File: config.mk
export PLATFORM = sky130hd
export DESIGN_NAME = m68k_bus_ctrl_flat
export DESIGN_NICKNAME = d
export VERILOG_FILES = /design/src/rtl/m68k_bus_pkg.sv /design/src/rtl/m68k_bus_ctrl_if.sv /design/src/rtl/m68k_bus_ctrl_sync2.sv /design/src/rtl/m68k_bus_ctrl.sv /design/src/flat_wrapper.sv
export SDC_FILE = /design/constraint.sdc
export NUM_CORES = 1
export LEC_CHECK = 0
export CAP_MARGIN = 10
export CORE_ASPECT_RATIO = 1.25
export CORE_UTILIZATION = 39
export DETAILED_ROUTE_END_ITERATION = 10
export GPL_TIMING_DRIVEN = 0
export PLACE_DENSITY = 0.66
export SLEW_MARGIN = 20
export SYNTH_ARGS = -nofsm -noshare
export SYNTH_HDL_FRONTEND = slang
export SYNTH_SLANG_ARGS = --single-unit
File: constraint.sdc
create_clock -name clk16 -period 2.58 [get_ports clk16]
set_input_delay 0.516 -clock clk16 [delete_from_list [all_inputs] [get_ports clk16]]
set_output_delay 0.516 -clock clk16 [all_outputs]
set_load 0.02 [all_outputs]
File: src/rtl/m68k_bus_pkg.sv
// Shared types and default region map for the 68000 bus-cycle controller.
// The default table covers EEPROM, RAM, an externally acknowledged IO window and one disabled slot.
package m68k_bus_pkg;

    typedef enum logic [2:0] {
        ST_IDLE,
        ST_WAIT,
        ST_EXTWAIT,
        ST_BOOTWAIT,
        ST_ACK,
        ST_BERR
    } bus_state_e;

    localparam int DEF_NUM_REGIONS = 4;

    // Region bounds are in 8 KiB units (A[23:13]); NONE has base > limit so it never hits.
    localparam logic [10:0] EEPROM_BASE  = 11'h000;
    localparam logic [10:0] EEPROM_LIMIT = 11'h001;
    localparam logic [10:0] RAM_BASE     = 11'h002;
    localparam logic [10:0] RAM_LIMIT    = 11'h007;
    localparam logic [10:0] IO_BASE      = 11'h008;
    localparam logic [10:0] IO_LIMIT     = 11'h00F;
    localparam logic [10:0] NONE_BASE    = 11'h7FF;
    localparam logic [10:0] NONE_LIMIT   = 11'h000;

    localparam logic [3:0] EEPROM_WAIT = 4'd4;
    localparam logic [3:0] RAM_WAIT    = 4'd0;
    localparam logic [3:0] IO_WAIT     = 4'd0;
    localparam logic [3:0] NONE_WAIT   = 4'd0;

    localparam logic [DEF_NUM_REGIONS*11-1:0] DEF_REGION_BASE =
        {NONE_BASE, IO_BASE, RAM_BASE, EEPROM_BASE};
    localparam logic [DEF_NUM_REGIONS*11-1:0] DEF_REGION_LIMIT =
        {NONE_LIMIT, IO_LIMIT, RAM_LIMIT, EEPROM_LIMIT};
    localparam logic [DEF_NUM_REGIONS*4-1:0] DEF_REGION_WAIT =
        {NONE_WAIT, IO_WAIT, RAM_WAIT, EEPROM_WAIT};
    localparam logic [DEF_NUM_REGIONS-1:0] DEF_REGION_EXT = 4'b0100;

    localparam int DEF_TIMEOUT = 64;

    function automatic int tcnt_width(input int timeout);
        return (timeout <= 2) ? 1 : $clog2(timeout);
    endfunction

    localparam int TCNT_W = tcnt_width(DEF_TIMEOUT);

endpackage

File: src/rtl/m68k_bus_ctrl_if.sv
// CPU-side bus signals of the 68000 bus-cycle controller, grouped for the controller and the CPU model.
interface m68k_bus_ctrl_if #(
    parameter int NUM_REGIONS = 4
);
    // Handshake: the CPU holds as_n low with addr/strobes stable for the whole cycle; the
    // controller answers with exactly one of dtack_n or berr_n low and keeps it low until
    // as_n returns high. Raising as_n before any answer aborts the cycle with no answer.
    logic                   as_n;
    logic                   uds_n;
    logic                   lds_n;
    logic                   rw;
    logic [10:0]            addr;
    logic                   boot;
    logic                   dtack_trig;
    logic                   ext_dtack_n;
    logic                   dtack_n;
    logic                   berr_n;
    logic [NUM_REGIONS-1:0] cs;
    logic [NUM_REGIONS-1:0] ce_n;
    logic                   oe_n;

    modport master (
        output as_n, uds_n, lds_n, rw, addr, boot, dtack_trig, ext_dtack_n,
        input  dtack_n, berr_n, cs, ce_n, oe_n
    );

    modport slave (
        input  as_n, uds_n, lds_n, rw, addr, boot, dtack_trig, ext_dtack_n,
        output dtack_n, berr_n, cs, ce_n, oe_n
    );
endinterface

File: src/rtl/m68k_bus_ctrl_sync2.sv
// Two-flop synchronizer for a vector of independent asynchronous inputs.
// Both stages reset to RST_VAL so the outputs start at the inputs' idle level.
module m68k_sync2 #(
    parameter int           W       = 1,
    parameter logic [W-1:0] RST_VAL = '0
) (
    input  logic         clk,
    input  logic         rst,
    input  logic [W-1:0] d,
    output logic [W-1:0] q
);
    logic [W-1:0] meta_q, meta_d;
    logic [W-1:0] sync_q, sync_d;

    always_comb begin
        meta_d = d;
        sync_d = meta_q;
    end

    always_ff @(posedge clk) begin
        if (rst) begin
            meta_q <= RST_VAL;
            sync_q <= RST_VAL;
        end else begin
            meta_q <= meta_d;
            sync_q <= sync_d;
        end
    end

    assign q = sync_q;
endmodule

File: src/rtl/m68k_bus_ctrl.sv
// 68000 bus-cycle controller: region decode, per-region wait states or external/boot DTACK,
// bus error on unmapped or hung cycles.
module m68k_bus_ctrl
    import m68k_bus_pkg::*;
#(
    parameter int                       NUM_REGIONS  = DEF_NUM_REGIONS,
    parameter logic [NUM_REGIONS*11-1:0] REGION_BASE  = DEF_REGION_BASE,
    parameter logic [NUM_REGIONS*11-1:0] REGION_LIMIT = DEF_REGION_LIMIT,
    parameter logic [NUM_REGIONS*4-1:0]  REGION_WAIT  = DEF_REGION_WAIT,
    parameter logic [NUM_REGIONS-1:0]    REGION_EXT   = DEF_REGION_EXT,
    parameter int                       TIMEOUT      = DEF_TIMEOUT
) (
    input  logic             clk16,
    input  logic             reset,
    m68k_bus_ctrl_if.slave   bus,
    output bus_state_e       state_dbg
);
    localparam int                    TCNT_BITS = tcnt_width(TIMEOUT);
    localparam logic [TCNT_BITS-1:0] TCNT_LAST = TCNT_BITS'(TIMEOUT - 1);

    logic [2:0] sync_out;
    logic       as_s;
    logic       trig_s;
    logic       ext_s;
    logic       trig_pe;
    logic       trig_prev_q, trig_prev_d;

    m68k_sync2 #(
        .W       (3),
        .RST_VAL (3'b111)
    ) u_sync (
        .clk (clk16),
        .rst (reset),
        .d   ({bus.ext_dtack_n, bus.dtack_trig, bus.as_n}),
        .q   (sync_out)
    );

    assign {ext_s, trig_s, as_s} = sync_out;
    assign trig_pe               = trig_s & ~trig_prev_q;
    assign trig_prev_d           = trig_s;

    logic [NUM_REGIONS-1:0] hit;

    for (genvar g = 0; g < NUM_REGIONS; g++) begin : g_region
        assign hit[g] = (bus.addr >= REGION_BASE[g*11 +: 11]) &&
                        (bus.addr <= REGION_LIMIT[g*11 +: 11]);
    end

    logic [NUM_REGIONS-1:0] sel_oh;
    logic [3:0]             sel_wait;
    logic                   sel_ext;
    logic                   any_hit;

    // Walk from the top index down so the lowest hitting region is the one left standing.
    always_comb begin
        sel_oh   = '0;
        sel_wait = '0;
        sel_ext  = 1'b0;
        for (int r = NUM_REGIONS - 1; r >= 0; r--) begin
            if (hit[r]) begin
                sel_oh    = '0;
                sel_oh[r] = 1'b1;
                sel_wait  = REGION_WAIT[r*4 +: 4];
                sel_ext   = REGION_EXT[r];
            end
        end
        any_hit = |hit;
    end

    bus_state_e             state_q, state_d;
    logic [3:0]             wcnt_q, wcnt_d;
    logic [TCNT_BITS-1:0]   tcnt_q, tcnt_d;
    logic [NUM_REGIONS-1:0] cs_q, cs_d;
    logic                   dtack_n_q, dtack_n_d;
    logic                   berr_n_q, berr_n_d;
    logic                   timeout;

    assign timeout = (tcnt_q == TCNT_LAST);

    // A CPU abort (as_s high) wins over everything, then timeout, then the acknowledge.
    always_comb begin
        state_d = state_q;
        wcnt_d  = wcnt_q;
        tcnt_d  = tcnt_q;
        case (state_q)
            ST_IDLE: begin
                tcnt_d = '0;
                if (!as_s) begin
                    if (!any_hit) begin
                        state_d = ST_BERR;
                    end else if (sel_oh[0] && bus.boot) begin
                        state_d = ST_BOOTWAIT;
                    end else if (sel_ext) begin
                        state_d = ST_EXTWAIT;
                    end else begin
                        state_d = ST_WAIT;
                        wcnt_d  = sel_wait;
                    end
                end
            end
            ST_WAIT: begin
                tcnt_d = tcnt_q + TCNT_BITS'(1);
                if (as_s) begin
                    state_d = ST_IDLE;
                end else if (timeout) begin
                    state_d = ST_BERR;
                end else if (wcnt_q == 4'd0) begin
                    state_d = ST_ACK;
                end else begin
                    wcnt_d = wcnt_q - 4'd1;
                end
            end
            ST_EXTWAIT: begin
                tcnt_d = tcnt_q + TCNT_BITS'(1);
                if (as_s) begin
                    state_d = ST_IDLE;
                end else if (timeout) begin
                    state_d = ST_BERR;
                end else if (!ext_s) begin
                    state_d = ST_ACK;
                end
            end
            ST_BOOTWAIT: begin
                tcnt_d = tcnt_q + TCNT_BITS'(1);
                if (as_s) begin
                    state_d = ST_IDLE;
                end else if (timeout) begin
                    state_d = ST_BERR;
                end else if (trig_pe) begin
                    state_d = ST_ACK;
                end
            end
            ST_ACK, ST_BERR: begin
                tcnt_d = '0;
                if (as_s) begin
                    state_d = ST_IDLE;
                end
            end
            default: begin
                state_d = ST_IDLE;
                tcnt_d  = '0;
            end
        endcase
    end

    // Outputs are registered from the next state so they change on the same edge as the FSM.
    always_comb begin
        dtack_n_d = (state_d != ST_ACK);
        berr_n_d  = (state_d != ST_BERR);
        cs_d      = '0;
        case (state_d)
            ST_WAIT, ST_EXTWAIT, ST_BOOTWAIT, ST_ACK:
                cs_d = (state_q == ST_IDLE) ? sel_oh : cs_q;
            default:
                cs_d = '0;
        endcase
    end

    always_ff @(posedge clk16) begin
        if (reset) begin
            state_q     <= ST_IDLE;
            wcnt_q      <= '0;
            tcnt_q      <= '0;
            cs_q        <= '0;
            dtack_n_q   <= 1'b1;
            berr_n_q    <= 1'b1;
            trig_prev_q <= 1'b1;
        end else begin
            state_q     <= state_d;
            wcnt_q      <= wcnt_d;
            tcnt_q      <= tcnt_d;
            cs_q        <= cs_d;
            dtack_n_q   <= dtack_n_d;
            berr_n_q    <= berr_n_d;
            trig_prev_q <= trig_prev_d;
        end
    end

    assign bus.dtack_n = dtack_n_q;
    assign bus.berr_n  = berr_n_q;
    assign bus.cs      = cs_q;
    assign bus.ce_n    = ~cs_q | {NUM_REGIONS{bus.uds_n & bus.lds_n}};
    assign bus.oe_n    = bus.boot ? 1'b1 : ((|cs_q) ? ~bus.rw : 1'b1);
    assign state_dbg   = state_q;
endmodule

File: src/flat_wrapper.sv
// flat-port wrapper written by rule: the top's interface ports become plain ports
module m68k_bus_ctrl_flat import m68k_bus_pkg::*;
#(
    parameter int                       NUM_REGIONS  = DEF_NUM_REGIONS,
    parameter logic [NUM_REGIONS*11-1:0] REGION_BASE  = DEF_REGION_BASE,
    parameter logic [NUM_REGIONS*11-1:0] REGION_LIMIT = DEF_REGION_LIMIT,
    parameter logic [NUM_REGIONS*4-1:0]  REGION_WAIT  = DEF_REGION_WAIT,
    parameter logic [NUM_REGIONS-1:0]    REGION_EXT   = DEF_REGION_EXT,
    parameter int                       TIMEOUT      = DEF_TIMEOUT
)
  (clk16, reset, state_dbg, bus_as_n, bus_uds_n, bus_lds_n, bus_rw, bus_addr, bus_boot, bus_dtack_trig, bus_ext_dtack_n, bus_dtack_n, bus_berr_n, bus_cs, bus_ce_n, bus_oe_n);
  m68k_bus_ctrl_if #(.NUM_REGIONS(NUM_REGIONS)) bus_i ();
  input  logic clk16;
  input  logic reset;
  output bus_state_e state_dbg;
  input wire logic [$bits(bus_i.as_n)-1:0] bus_as_n;
  input wire logic [$bits(bus_i.uds_n)-1:0] bus_uds_n;
  input wire logic [$bits(bus_i.lds_n)-1:0] bus_lds_n;
  input wire logic [$bits(bus_i.rw)-1:0] bus_rw;
  input wire logic [$bits(bus_i.addr)-1:0] bus_addr;
  input wire logic [$bits(bus_i.boot)-1:0] bus_boot;
  input wire logic [$bits(bus_i.dtack_trig)-1:0] bus_dtack_trig;
  input wire logic [$bits(bus_i.ext_dtack_n)-1:0] bus_ext_dtack_n;
  output wire logic [$bits(bus_i.dtack_n)-1:0] bus_dtack_n;
  output wire logic [$bits(bus_i.berr_n)-1:0] bus_berr_n;
  output wire logic [$bits(bus_i.cs)-1:0] bus_cs;
  output wire logic [$bits(bus_i.ce_n)-1:0] bus_ce_n;
  output wire logic [$bits(bus_i.oe_n)-1:0] bus_oe_n;
  assign bus_i.as_n = bus_as_n;
  assign bus_i.uds_n = bus_uds_n;
  assign bus_i.lds_n = bus_lds_n;
  assign bus_i.rw = bus_rw;
  assign bus_i.addr = bus_addr;
  assign bus_i.boot = bus_boot;
  assign bus_i.dtack_trig = bus_dtack_trig;
  assign bus_i.ext_dtack_n = bus_ext_dtack_n;
  assign bus_dtack_n = bus_i.dtack_n;
  assign bus_berr_n = bus_i.berr_n;
  assign bus_cs = bus_i.cs;
  assign bus_ce_n = bus_i.ce_n;
  assign bus_oe_n = bus_i.oe_n;
  m68k_bus_ctrl #(.NUM_REGIONS(NUM_REGIONS), .REGION_BASE(REGION_BASE), .REGION_LIMIT(REGION_LIMIT), .REGION_WAIT(REGION_WAIT), .REGION_EXT(REGION_EXT), .TIMEOUT(TIMEOUT)) u_core (.clk16(clk16), .reset(reset), .bus(bus_i), .state_dbg(state_dbg));
endmodule
* After elaboration in Yosys (flattened, before gate mapping) *
Cells that the tools add are included.

word-level totals
  register bits = 26
  input port bits = 20
  word-level logic and storage cells = 95

operators by class
  add/sub/neg operators = 2
  $lt $le $gt $ge = 8
  equal/unequal tests = 19
  muxes and demuxes = 33
  bitwise operators = 8
  reductions and logical operators = 16

operators by type and width
  operator                                                                              count
  4-bit two-way mux                                                                     11
  3-bit two-way mux                                                                     14
  11-bit by 1-bit <= comparator with 1-bit output, second input constant                2
  3-bit case mux with 5 select lines                                                    1
  3-bit by 2-bit == test with 1-bit output, second input constant                       4
  2-bit inequality test, second input constant                                          6
  4-bit OR reduction                                                                    3
  11-bit by 1-bit greater-or-equal comparator with 1-bit output, second input constant  1
  11-bit greater-or-equal comparator, second input constant                             1
  11-bit by 2-bit greater-or-equal comparator with 1-bit output, second input constant  1
  11-bit by 4-bit greater-or-equal comparator with 1-bit output, second input constant  1
  11-bit by 3-bit <= comparator with 1-bit output, second input constant                1
  11-bit by 4-bit <= comparator with 1-bit output, second input constant                1
  3-bit == test, second input constant                                                  3
  4-bit case mux with 2 select lines                                                    1
  8-bit AND reduction                                                                   1
  6-bit by 1-bit adder with 6-bit output, second input constant                         1
  3-bit by 1-bit == test with 1-bit output, second input constant                       2
  6-bit == test, second input constant                                                  1
  3-bit inequality test, second input constant                                          2
  2-bit OR reduction                                                                    3
  1-bit logical AND                                                                     5
  1-bit two-way mux                                                                     5
  4-bit zero test                                                                       1
  10 further kinds                                                                      14

* Depth between registers and ports, before layout *
Gate-level depths: netlist of run 1.

  depth after elaboration = 15
  depth in mapped cells = 7
  depth with buffers taken out = 7

* Hierarchy *
Synthesis of run 1 repeated with hierarchy kept, for this count alone.

second synthesis, totals
  cell total of the unflattened synthesis = 143
  area, all modules = 1286.2 um2

by module, submodules not included
  module         times used  cells an instance  area an instance (um2)
  m68k_bus_ctrl  1           131                1128.6
  m68k_sync2     1           12                 157.7

* Least setup slack after synthesis of run 1 *
No wires, ideal clock.

  path kind = input to register
  from = input port bus_addr[6]
  to = register u_core.wcnt_q[3]
  library setup time = 0.129 ns
  data arrival time = 1.748 ns
  required time = 2.451 ns
  slack = 0.703 ns
  cell stages on the path = 5
  buffers on the path = 0
  cell sequence = nor4_4 > a21boi_2 > o41a_1 > o41ai_2 > a21oi_1

on the way
  cells in the longest elaborated chain, start to end = 8
  elaborated cells between the ends (all ways) = 24
  classes of those cells = 8 x order compare; 3 x eq/ne; 6 x mux; 7 x reduce/logical

RTL lines
  item                                                                                                                              line                                      RTL
  from (decl)                                                                                                                       flat_wrapper.sv:20                        input wire logic [$bits(bus_i.addr)-1:0] bus_addr;
  11-bit by 4-bit greater-or-equal comparator with 1-bit output or 11-bit by 4-bit <= comparator with 1-bit output (tied branches)  m68k_bus_ctrl.sv:45, m68k_bus_ctrl.sv:46
  1-bit logical AND                                                                                                                 m68k_bus_ctrl.sv:45                       assign hit[g] = (bus.addr >= REGION_BASE[g*11 +: 11]) &&
  4-bit two-way mux (3 in series)                                                                                                   m68k_bus_ctrl.sv:60                       if (hit[r]) begin
  1-bit logical AND                                                                                                                 m68k_bus_ctrl.sv:91                       end else if (sel_oh[0] && bus.boot) begin
  2-bit inequality test (no line)                                                                                                   n/a
  8-bit AND reduction (no line) *                                                                                                   n/a
  to (signal assigned)                                                                                                              m68k_bus_ctrl.sv:170                      wcnt_q <= wcnt_d;
  to (decl)                                                                                                                         m68k_bus_ctrl.sv:71                       logic [3:0] wcnt_q, wcnt_d;

Mark *: on every way between the ends. The rest lies on a longest branch, timed or not.
A chain may end at the register's enable or synchronous reset.

* Worst setup path in the final report of run 1 *
  from = register u_core.cs_q[3], in the netlist u_core.bus.cs[3]
  to = output port bus_oe_n

on the way
  cells in the longest elaborated chain, start to end = 3

RTL lines
  item                             line                  RTL
  from (decl)                      m68k_bus_ctrl.sv:73   logic [NUM_REGIONS-1:0] cs_q, cs_d;
  from (signal assigned)           m68k_bus_ctrl.sv:172  cs_q <= cs_d;
  4-bit OR reduction               m68k_bus_ctrl.sv:183  assign bus.oe_n = bus.boot ? 1'b1 : ((|cs_q) ? ~bus.rw : 1'b1);
  1-bit two-way mux (2 in series)  m68k_bus_ctrl.sv:183
  to (decl)                        flat_wrapper.sv:28    output wire logic [$bits(bus_i.oe_n)-1:0] bus_oe_n;

No other way between the ends.

==> qor.csv, run 1 <==
stage;metric;value;unit
outcome;status;finished clean;
grt;Total Routing Usage GR;0.1768;
detailed_routing;Antenna Nets Post-Route;0;
timing;setup repair after global routing missed its margin;false;
logic_synthesis;Synth Instances;143;
final_layout;post-route insts no fill;216;
clock_tree;H-tree Lvls;1;
clock_tree;CTS Hold Bufs;0;
worst_setup_path;CP arrival;1830;ps
timing;Final setup viols;0;
floorplanning;Die W;53.44;um
grt;largest net degree at the start of global routing;15;
final_layout;Sequential Area;520.5;sq um
worst_setup_path;crit path max fanout;4;
detailed_routing;overall routed net length;2880;um
worst_setup_path;Largest stage delay, worst path;600;ps
final_layout;fillers;304;
timing;setup ws final;230.3;ps
timing;final worst clock skew;3.478;ps
logic_synthesis;Net Count, Synth;165;
clock_tree;clock transition at the registers of the reported paths;90;ps
final_layout;nets@finish;202;
grt;vias in the first global route;1112;
worst_setup_path;Critical Path Source Type;flop;
worst_setup_path;Crit path required time;2060;ps
final_layout;area occupied by multi-input gates;721.9;sq um
detailed_routing;drt wl/cell;13.33;um
detailed_routing;DRC;0;
logic_synthesis;synth unique cells;44;
floorplanning;die footprint;0.003543;sq mm
worst_setup_path;CP cell instances;or4_1 > nand3b_1 > clkdlybuf4s50_1;
power_and_ir_drop;Power Dens Cells;436.4;mW/mm^2
timing;Hold Vio Cnt, Final;0;
detailed_routing;DRT iter0 DRCs;18;
clock_tree;Root Buffer;clkbuf_8;
final_layout;Area growth syn-to-layout;32.69;%
worst_setup_path;Crit-path slowest cell;clkdlybuf4s50_1;
grt;first-pass GRT wire length;4629;um
logic_synthesis;EDFF count, synth;0;
placed_design;port bufs;32;
detailed_routing;first drt pass iteration count;4;
final_layout;commonest non-fill, non-tap cell in the layout;clkdlybuf4s50_1;
placed_design;placed cells;212;
grt;GR Overflow Total;0;
placed_design;placer congestion estimate;0.8443;
placed_design;DP HPWL;2211;um
timing;Worst slew margin;0.5334;
clock_tree;clk buf depth;2;
power_and_ir_drop;peak supply drop;0.3784;mV
floorplanning;Initial Util;0.4038;
grt;antenna violations before repair;0;
clock_tree;CTS Buf Count;3;
logic_synthesis;synth warn;0;
floorplanning;total core area;0.003194;sq mm
timing;TNS Setup;0;ps
timing;Pins Over Slew Limit;0;
floorplanning;num rows;23;
final_layout;most frequent cells in the layout;clkdlybuf4s50_1 (32), dfxtp_1 (26), nor2_1 (16), nand2_1 (12);
logic_synthesis;#FFs+latches synth;26;
logic_synthesis;Syn Area/Cell;9.021;sq um
power_and_ir_drop;Leak;0.0005775;uW
floorplanning;Die Y;66.30;um
final_layout;share of cells above drive strength 1;0.1508;
clock_tree;CTS tree;done;
logic_synthesis;share of flip-flops with an asynchronous set or reset;0;
detailed_routing;routed via count;1174;
hold_path;worst min path class;flop to flop;
placed_design;DP Worst Slack;83.42;ps
timing;Tmin final;2350;ps
timing;max frequency;0.4256;GHz
floorplanning;IO Count;34;
worst_setup_path;Crit. End Element;output pin;
timing;worst slew pin tran;694.0;ps
detailed_routing;Vias/cell;5.435;
clock_tree;PostCTS Resize Cnt;0;
worst_setup_path;critical path class;flop to output pin;
final_layout;ANT cells;0;
logic_synthesis;Top FF cell, synth;dfxtp_1;
job;Max Cap Viol;0;
logic_synthesis;Syn Std Cell Area;0.001290;sq mm
timing;Tcrit/Tclk final;0.9108;
clock_tree;clk_lat worst skew;270;ps
clock_tree;Post-CTS Repair Setup Buffers;0;
clock_tree;clock sink count;26;
logic_synthesis;Seq/Total Area, Yosys;0.4035;
[kinds of logic after synthesis]
family	synth area share
and+or+nand+nor	0.3201
AOI/OAI and AO/OA	0.1688
xor gates and xnor gates	0.02716
adders and majority gates	0.01940
DFF	0.4035
buffers and inverters	0.03686
muxes	0.02425
[cell usage after synthesis, drive strengths merged (2+ instances only)]
library cell | number | share of area
mux2i | 2 | 0.016
nand2 | 12 | 0.035
buf | 3 | 0.014
nor3 | 7 | 0.031
or2 | 8 | 0.039
nand4 | 4 | 0.019
o41ai | 2 | 0.034
dfxtp | 26 | 0.40
o31ai | 4 | 0.023
nor3b | 4 | 0.023
nand3b | 2 | 0.012
xor2 | 3 | 0.020
nand2b | 3 | 0.015
a21oi | 10 | 0.045
or3 | 2 | 0.0097
clkbuf | 3 | 0.0087
nor2 | 16 | 0.047
ha | 2 | 0.019
nor4 | 3 | 0.026
o21ai | 2 | 0.0078
or3b | 2 | 0.014
inv | 5 | 0.015
nand3 | 3 | 0.012
[through the flow]
step	cell area (sq um)	hold slack, ps	util	power [uW]
2_1_floorplan	1290	389.5	-	454.3
3_3_place_gp	1657	391.0	0.5186	494.6
6_report	1712	412.2	0.5358	746.9
5_1_grt	1712	423.2	0.5358	776.8
3_5_place_dp	1657	392.8	0.5186	496.2
4_1_cts	1712	414.3	0.5358	754.8
[area by class of cell]
cell class	instances	area share
Inverter	5	0.01096
Sequential cell	26	0.3041
Clock buffer	4	0.03216
Tap cell	37	0.02705
Timing Repair Buffer	32	0.1871
Multi-Input combinational cell	106	0.4218
Buffer	6	0.01681
[power by group]
group / switching [uW] / leakage, uW / internal, uW
logic: 33.4 / 0.000337 / 42.4
registers: 3.08 / 0.000211 / 408
clock network: 124 / 0.0000288 / 136
[registers in the layout, summed over array words and instances (netlist names)]
| signal | cells |
|---|---|
| u_core.wcnt_q | 4 |
| u_core.state_dbg | 3 |
| u_core.u_sync.q | 3 |
| u_core.tcnt_q | 6 |
| u_core.bus.dtack_n | 1 |
| u_core.bus.berr_n | 1 |
| u_core.u_sync.meta_q | 3 |
| u_core.bus.cs | 4 |
| u_core.trig_prev_q | 1 |
[worst paths after layout]
| check | from | endpoint | slack (ps) | cells past startpoint |
|---|---|---|---|---|
| setup / recovery | u_core.bus.cs[3]$_SDFFE_PP0N_ | bus_oe_n | 230 | 3 |
| hold / removal | u_core.u_sync.meta_q[0]$_SDFF_PP1_ | u_core.u_sync.q[0]$_SDFF_PP1_ | 410 | 1 |
| setup reg to reg | u_core.wcnt_q[0]$_SDFFE_PP0P_ | u_core.wcnt_q[3]$_SDFFE_PP0P_ | 510 | 7 |
| hold reg to reg | u_core.u_sync.meta_q[0]$_SDFF_PP1_ | u_core.u_sync.q[0]$_SDFF_PP1_ | 410 | 1 |
[routing by layer]
layer  GRT usage  share of wire
met4     0.06908          0.016
met3     0.03448          0.052
met2      0.3234           0.52
met1      0.1913           0.41
met5           0              0
[worst max-delay path: cells and delay by family, from the launching register on]
| family | cells | cell delay [ps] |
|---|---|---|
| simple gates | 2 | 630 |
| buf+inv | 1 | 600 |
| flops | 1 | 330 |
Note: power is estimated with default switching activity, not from simulation.
==> run 2: changes to the inputs <==
--- a/config.mk
+++ b/config.mk
@@ -8,6 +8,7 @@
 export CAP_MARGIN = 10
 export CORE_ASPECT_RATIO = 1.25
 export CORE_UTILIZATION = 39
+export CTS_CLUSTER_SIZE = 8
 export DETAILED_ROUTE_END_ITERATION = 10
 export GPL_TIMING_DRIVEN = 0
 export PLACE_DENSITY = 0.66
==> results of run 2 <==
No change in the layout: final DEF, timing and power equal those of run 1.
